File: src/rtl/riscv_pkg.sv
// Shared definitions for the 5-stage RISC-V core pipeline control blocks.
// Used by the forwarding unit, the hazard controller and its load-use comparator.
package riscv_pkg;

  localparam int RF_REG_BITS = 5;
  localparam int REG_ZERO    = 0;

  // Wide enough for the largest legal mul/div timeout (65535).
  localparam int TO_BITS = 16;

  typedef enum logic {
    RUN     = 1'b0,
    MD_WAIT = 1'b1
  } hz_state_t;

endpackage

File: src/rtl/hazard_detect.sv
// Combinational load-use comparator: flags an IF/ID source that needs the
// result of a load still sitting in ID/EX.
module hazard_detect
  import riscv_pkg::*;
#(
  parameter int REG_BITS = RF_REG_BITS
) (
  input  logic [REG_BITS-1:0] i_rs1,
  input  logic [REG_BITS-1:0] i_rs2,
  input  logic                i_rs1Used,
  input  logic                i_rs2Used,
  input  logic [REG_BITS-1:0] i_rd,
  input  logic                i_memRead,
  input  logic                i_regWrEn,
  output logic                o_loadUse
);

  logic w_producer;
  logic w_rs1Hit;
  logic w_rs2Hit;

  // x0 is hard-wired, so a load targeting it never creates a dependency.
  assign w_producer = i_memRead && i_regWrEn && (i_rd != REG_BITS'(REG_ZERO));
  assign w_rs1Hit   = i_rs1Used && (i_rs1 == i_rd);
  assign w_rs2Hit   = i_rs2Used && (i_rs2 == i_rd);
  assign o_loadUse  = w_producer && (w_rs1Hit || w_rs2Hit);

endmodule

File: src/rtl/hazard_controller.sv
// Pipeline sequencing controller: load-use stalls, taken-branch flushes and
// the multi-cycle mul/div start/done handshake, plus stall/flush counters.
module hazard_controller
  import riscv_pkg::*;
#(
  parameter int REG_BITS   = RF_REG_BITS,
  parameter int MD_TIMEOUT = 64,
  parameter int CNT_BITS   = 32
) (
  input  logic                clk,
  input  logic                rst,
  input  logic [REG_BITS-1:0] rs1_id,
  input  logic [REG_BITS-1:0] rs2_id,
  input  logic                rs1_used_id,
  input  logic                rs2_used_id,
  input  logic [REG_BITS-1:0] rd_ex,
  input  logic                memRead_ex,
  input  logic                regWrEn_ex,
  input  logic                md_op_ex,
  input  logic                branch_taken_ex,
  input  logic                md_done,
  output logic                stall_pc,
  output logic                stall_ifid,
  output logic                stall_idex,
  output logic                flush_ifid,
  output logic                flush_idex,
  output logic                bubble_exmem,
  output logic                md_start,
  output logic                md_error,
  output logic [CNT_BITS-1:0] stall_count,
  output logic [CNT_BITS-1:0] flush_count
);

  hz_state_t           r_state;
  hz_state_t           w_nextState;
  logic [TO_BITS-1:0]  r_toCnt;
  logic                r_mdError;
  logic [CNT_BITS-1:0] r_stallCount;
  logic [CNT_BITS-1:0] r_flushCount;
  logic                w_loadUse;
  logic                w_timeout;

  hazard_detect #(.REG_BITS(REG_BITS)) u_detect (
    .i_rs1     (rs1_id),
    .i_rs2     (rs2_id),
    .i_rs1Used (rs1_used_id),
    .i_rs2Used (rs2_used_id),
    .i_rd      (rd_ex),
    .i_memRead (memRead_ex),
    .i_regWrEn (regWrEn_ex),
    .o_loadUse (w_loadUse)
  );

  // md_done wins over a timeout landing on the same cycle.
  assign w_timeout = (r_state == MD_WAIT) && !md_done &&
                     (r_toCnt == TO_BITS'(MD_TIMEOUT - 1));

  always_ff @(posedge clk or posedge rst) begin
    if (rst) begin
      r_state <= RUN;
    end else begin
      r_state <= w_nextState;
    end
  end

  always_comb begin
    w_nextState = r_state;
    case (r_state)
      RUN:     if (!branch_taken_ex && md_op_ex) w_nextState = MD_WAIT;
      MD_WAIT: if (md_done || w_timeout)         w_nextState = RUN;
      default: w_nextState = RUN;
    endcase
  end

  always_comb begin
    stall_pc     = 1'b0;
    stall_ifid   = 1'b0;
    stall_idex   = 1'b0;
    flush_ifid   = 1'b0;
    flush_idex   = 1'b0;
    bubble_exmem = 1'b0;
    md_start     = 1'b0;
    if (!rst) begin
      case (r_state)
        RUN: begin
          if (branch_taken_ex) begin
            flush_ifid = 1'b1;
            flush_idex = 1'b1;
          end else if (md_op_ex) begin
            md_start     = 1'b1;
            stall_pc     = 1'b1;
            stall_ifid   = 1'b1;
            stall_idex   = 1'b1;
            bubble_exmem = 1'b1;
          end else if (w_loadUse) begin
            stall_pc   = 1'b1;
            stall_ifid = 1'b1;
            flush_idex = 1'b1;
          end
        end
        MD_WAIT: begin
          stall_pc     = 1'b1;
          stall_ifid   = 1'b1;
          stall_idex   = 1'b1;
          bubble_exmem = !md_done;
          flush_idex   = w_timeout;
        end
        default: ;
      endcase
    end
  end

  // Timeout counter restarts on every entry into MD_WAIT.
  always_ff @(posedge clk or posedge rst) begin
    if (rst) begin
      r_toCnt      <= '0;
      r_mdError    <= 1'b0;
      r_stallCount <= '0;
      r_flushCount <= '0;
    end else begin
      if (r_state == RUN) begin
        r_toCnt <= '0;
      end else begin
        r_toCnt <= r_toCnt + TO_BITS'(1);
      end
      if (w_timeout) begin
        r_mdError <= 1'b1;
      end
      if (stall_pc) begin
        r_stallCount <= r_stallCount + CNT_BITS'(1);
      end
      if ((r_state == RUN) && branch_taken_ex) begin
        r_flushCount <= r_flushCount + CNT_BITS'(1);
      end
    end
  end

  assign md_error    = r_mdError;
  assign stall_count = r_stallCount;
  assign flush_count = r_flushCount;

endmodule

File: config.mk
export PLATFORM = sky130hd
export DESIGN_NAME = hazard_controller
export DESIGN_NICKNAME = d
export VERILOG_FILES = /design/src/rtl/riscv_pkg.sv /design/src/rtl/hazard_detect.sv /design/src/rtl/hazard_controller.sv
export SDC_FILE = /design/constraint.sdc
export NUM_CORES = 1
export LEC_CHECK = 0
export CORE_UTILIZATION = 54
export CTS_BUF_LIST = sky130_fd_sc_hd__clkbuf_4 sky130_fd_sc_hd__clkbuf_8 sky130_fd_sc_hd__clkbuf_16
export CTS_CLUSTER_DIAMETER = 120
export DETAILED_ROUTE_END_ITERATION = 16
export PLACE_DENSITY = 0.86
export SLEW_MARGIN = 15
export SYNTH_ARGS = -nofsm -noshare
export SYNTH_HDL_FRONTEND = slang
export SYNTH_HIERARCHICAL = 1
export SYNTH_SLANG_ARGS = --single-unit
File: constraint.sdc
create_clock -name clk -period 9.45 [get_ports clk]
set_input_delay 1.89 -clock clk [delete_from_list [all_inputs] [get_ports clk]]
set_output_delay 1.89 -clock clk [all_outputs]
set_load 0.01 [all_outputs]
==> results_dict.tcl <==
set metrics [dict create \
    die_y_um 88.07 \
    leakage_nw 2.114 \
    hold_start "md_error" \
    worstSetupStartpointType "input port" \
    fin_skew_ns 0.01138 \
    clock-root-buffer "clkbuf_8" \
    routed_wl_um 8566 \
    syn-instance-count 369 \
    cts.clk_slew.worst_paths_ns 0.09 \
    vias 3141 \
    whs_ns 0.4840 \
    cp.arrival_ns 4.40 \
    startpoint "rd_ex[1]" \
    rr_endpoint "stall_count[21]" \
    worstHoldPathCells 1 \
    fin_nets 495 \
    ir_drop_mv 0.1699 \
    yosysWarnings 6 \
    drc_errors 0 \
    antenna_cells 0 \
    setup_tns_ns 0 \
    relSlewSlack_pct 33.46 \
    worst_pin_slew_ns 0.9962 \
    first_pass_iters 5 \
    cts_resized 0 \
    synth_nets 396 \
    fp.dieW_um 88.07 \
    cpMaxStageDelayCell "clkdlybuf4s50_1" \
    path_delay_family "buffers and inverters" \
    cp-end-kind "primary output" \
    critPathBufInv 2 \
    slowest_delay_ns 0.64 \
    r2r_start "r_state" \
    fmax_ghz 0.1591 \
    yosys.cell_types.count 44 \
    cts.sink_count 82 \
    seq_area_frac_synth_pct 51.30 \
    via_per_inst 5.491 \
    ant_nets 0 \
    async_reset_ff_share_pct 100.0 \
    syn_avg_cell_area_um2 10.84 \
    htree_levels 3 \
    multi_input_area_um2 1881 \
    crit_chain "clkdlybuf4s50_1, xor2_1, nor4_1, nand3_1, a21oi_1, o21bai_1, a21oi_1, clkdlybuf4s50_1" \
    num_rows 31 \
    dp.final_hpwl_um 6041 \
    layout_min_cycle_time_ns 6.286 \
    outcome "finished clean" \
    cp.required_ns 7.56 \
    hold_viol 0 \
    gp_congestion 0.8178 \
    detail_route.wl_per_cell_um 14.98 \
    period_share_pct 66.52 \
    ios 96 \
    hp-class "reg2reg" \
    initial_core_util_pct 55.45 \
    cts_buffers 9 \
    core_um2 7214 \
    max_cap_viol_count 0 \
    fillers 525 \
    dieArea_um2 7755 \
    cts_setup_buffers 0 \
    netlist_area_um2 4000 \
    final_cell_count_no_fill 572 \
    drt_iter0_drc 130 \
    rsz0062_at_grt "false" \
    grt.overflow.total 0 \
    clkLatencyLatePin_ns 0.34 \
    layout-drive-gt1-share_pct 7.611 \
    yosys_most_used_dff "dfrtp_1" \
    cts_buffer_depth 2 \
    area_growth_pct 30.87 \
    p_per_area_nw_per_um2 153.7 \
    grt_use_total_pct 23.04 \
    hold_end "md_error" \
    critPathMaxFanout 6 \
    yosys_register_bits 82 \
    grt_antenna_before_repair 0 \
    grt_max_degree 81 \
    synth_edf_count 0 \
    final-setup-viol-count 0 \
    r2r_slack_ns 7.24 \
    cts_tree "built" \
    final_max_slew_viol_count 0 \
    grt_pass1_vias 3055 \
    crit_type "in2out" \
    cts_hold_buffers 0 \
    dp_cells 556 \
    ff_latch_area_um2 2052 \
    portBuffers 95 \
    grt_pass1_wl_um 13880 \
    r2r_cells 4 \
]
-- registers in the layout (all words and copies together) (netlist names) --
signal,count
flush_count,32
md_error,1
r_toCnt,16
stall_count,32
r_state,1
-- routing by layer --
| metal | vias up | track usage (%) | wire [um] |
|---|---|---|---|
| met1 | 1536 | 28.88 | 3740 |
| li1 | 1501 | - | - |
| met2 | 96 | 39.53 | 4378 |
| met4 | 0 | 9.091 | 90 |
| met5 | - | 0 | 0 |
| met3 | 8 | 4.336 | 357 |
-- worst reg2reg max path, delay by kind of cell (launching register included) --
family	cells	cell delay, ns
flops	1	0.43
compound gates	1	0.91
buf+inv	1	0.32
simple gates	1	0.24
xor+xnor	1	0.19
-- Yosys cell counts (5+ instances only) --
cell type	count	area share [%]
dfrtp_1	82	51
xnor2_1	62	14
nand4_1	37	5.8
nand2_1	27	2.5
nor2_1	22	2.1
nand3_1	21	2.6
xor2_1	19	4.2
a21oi_1	9	1.1
and3_1	9	1.4
inv_1	7	0.66
nor4_1	7	1.1
o21ai_0	6	0.75
and2_1	5	0.78
nor3_1	5	0.63
-- area by class of cell --
class | instances | share of cell area [%]
tap | 99 | 2.366
clock inverter | 6 | 0.9082
timing repair buffer | 97 | 18.45
multi-input combinational | 271 | 35.92
sequential | 82 | 39.20
inverter | 7 | 0.5258
clock buffer | 10 | 2.629
-- kinds of logic (layout without fill, tap and decap cells) --
family	after synthesis	after routing	synth area share [%]
simple gates	163	163	23.99
xor+xnor	81	81	17.74
mux	2	2	0.5630
buf+inv	16	120	1.814
fa+ha+maj	3	3	0.9385
compound gates	22	22	3.660
flops	82	82	51.30
-- how the worst max path moves through the flow --
stage / end / slack, ns / cells past startpoint
global placement: stall_pc / 3.26 / 8
detailed placement: stall_pc / 3.19 / 8
finish: stall_pc / 3.16 / 8
CTS: stall_pc / 3.17 / 8
floorplan: flush_ifid / 3.43 / 3
global route: stall_pc / 3.02 / 8
-- report_power, final --
group,internal (mW),switching [mW],total [mW]
logic,0.0831,0.0648,0.148
registers,0.376,0.0444,0.421
clock network,0.106,0.130,0.236
-- per-stage QoR --
stage	utilization (%)	power [mW]	worst slack, ns	area (um^2)
6_report	72.56	0.8044	3.164	5235
5_1_grt	72.56	0.8424	3.020	5235
4_1_cts	72.49	0.8113	3.171	5230
3_5_place_dp	69.93	0.5745	3.187	5045
3_3_place_gp	69.93	0.5679	3.262	5045
2_1_floorplan	-	0.4903	3.430	4000
-- layout by cell type, fill, tap and decap left out, types with 3 or more instances in the layout --
cell,n
nand3_1,21
nand2_1,27
nor4_1,7
nor3_1,4
nand2b_1,4
nor2_1,22
and3_1,9
inv_1,6
ha_1,3
xor2_1,19
clkdlybuf4s50_1,95
or3_1,3
and4_1,4
nand4_1,37
clkinv_2,3
o21ai_0,6
xnor2_1,62
and2_1,5
clkbuf_8,10
or4_1,3
dfrtp_1,82
a21oi_1,9
Power figures use the tool's default switching activity.
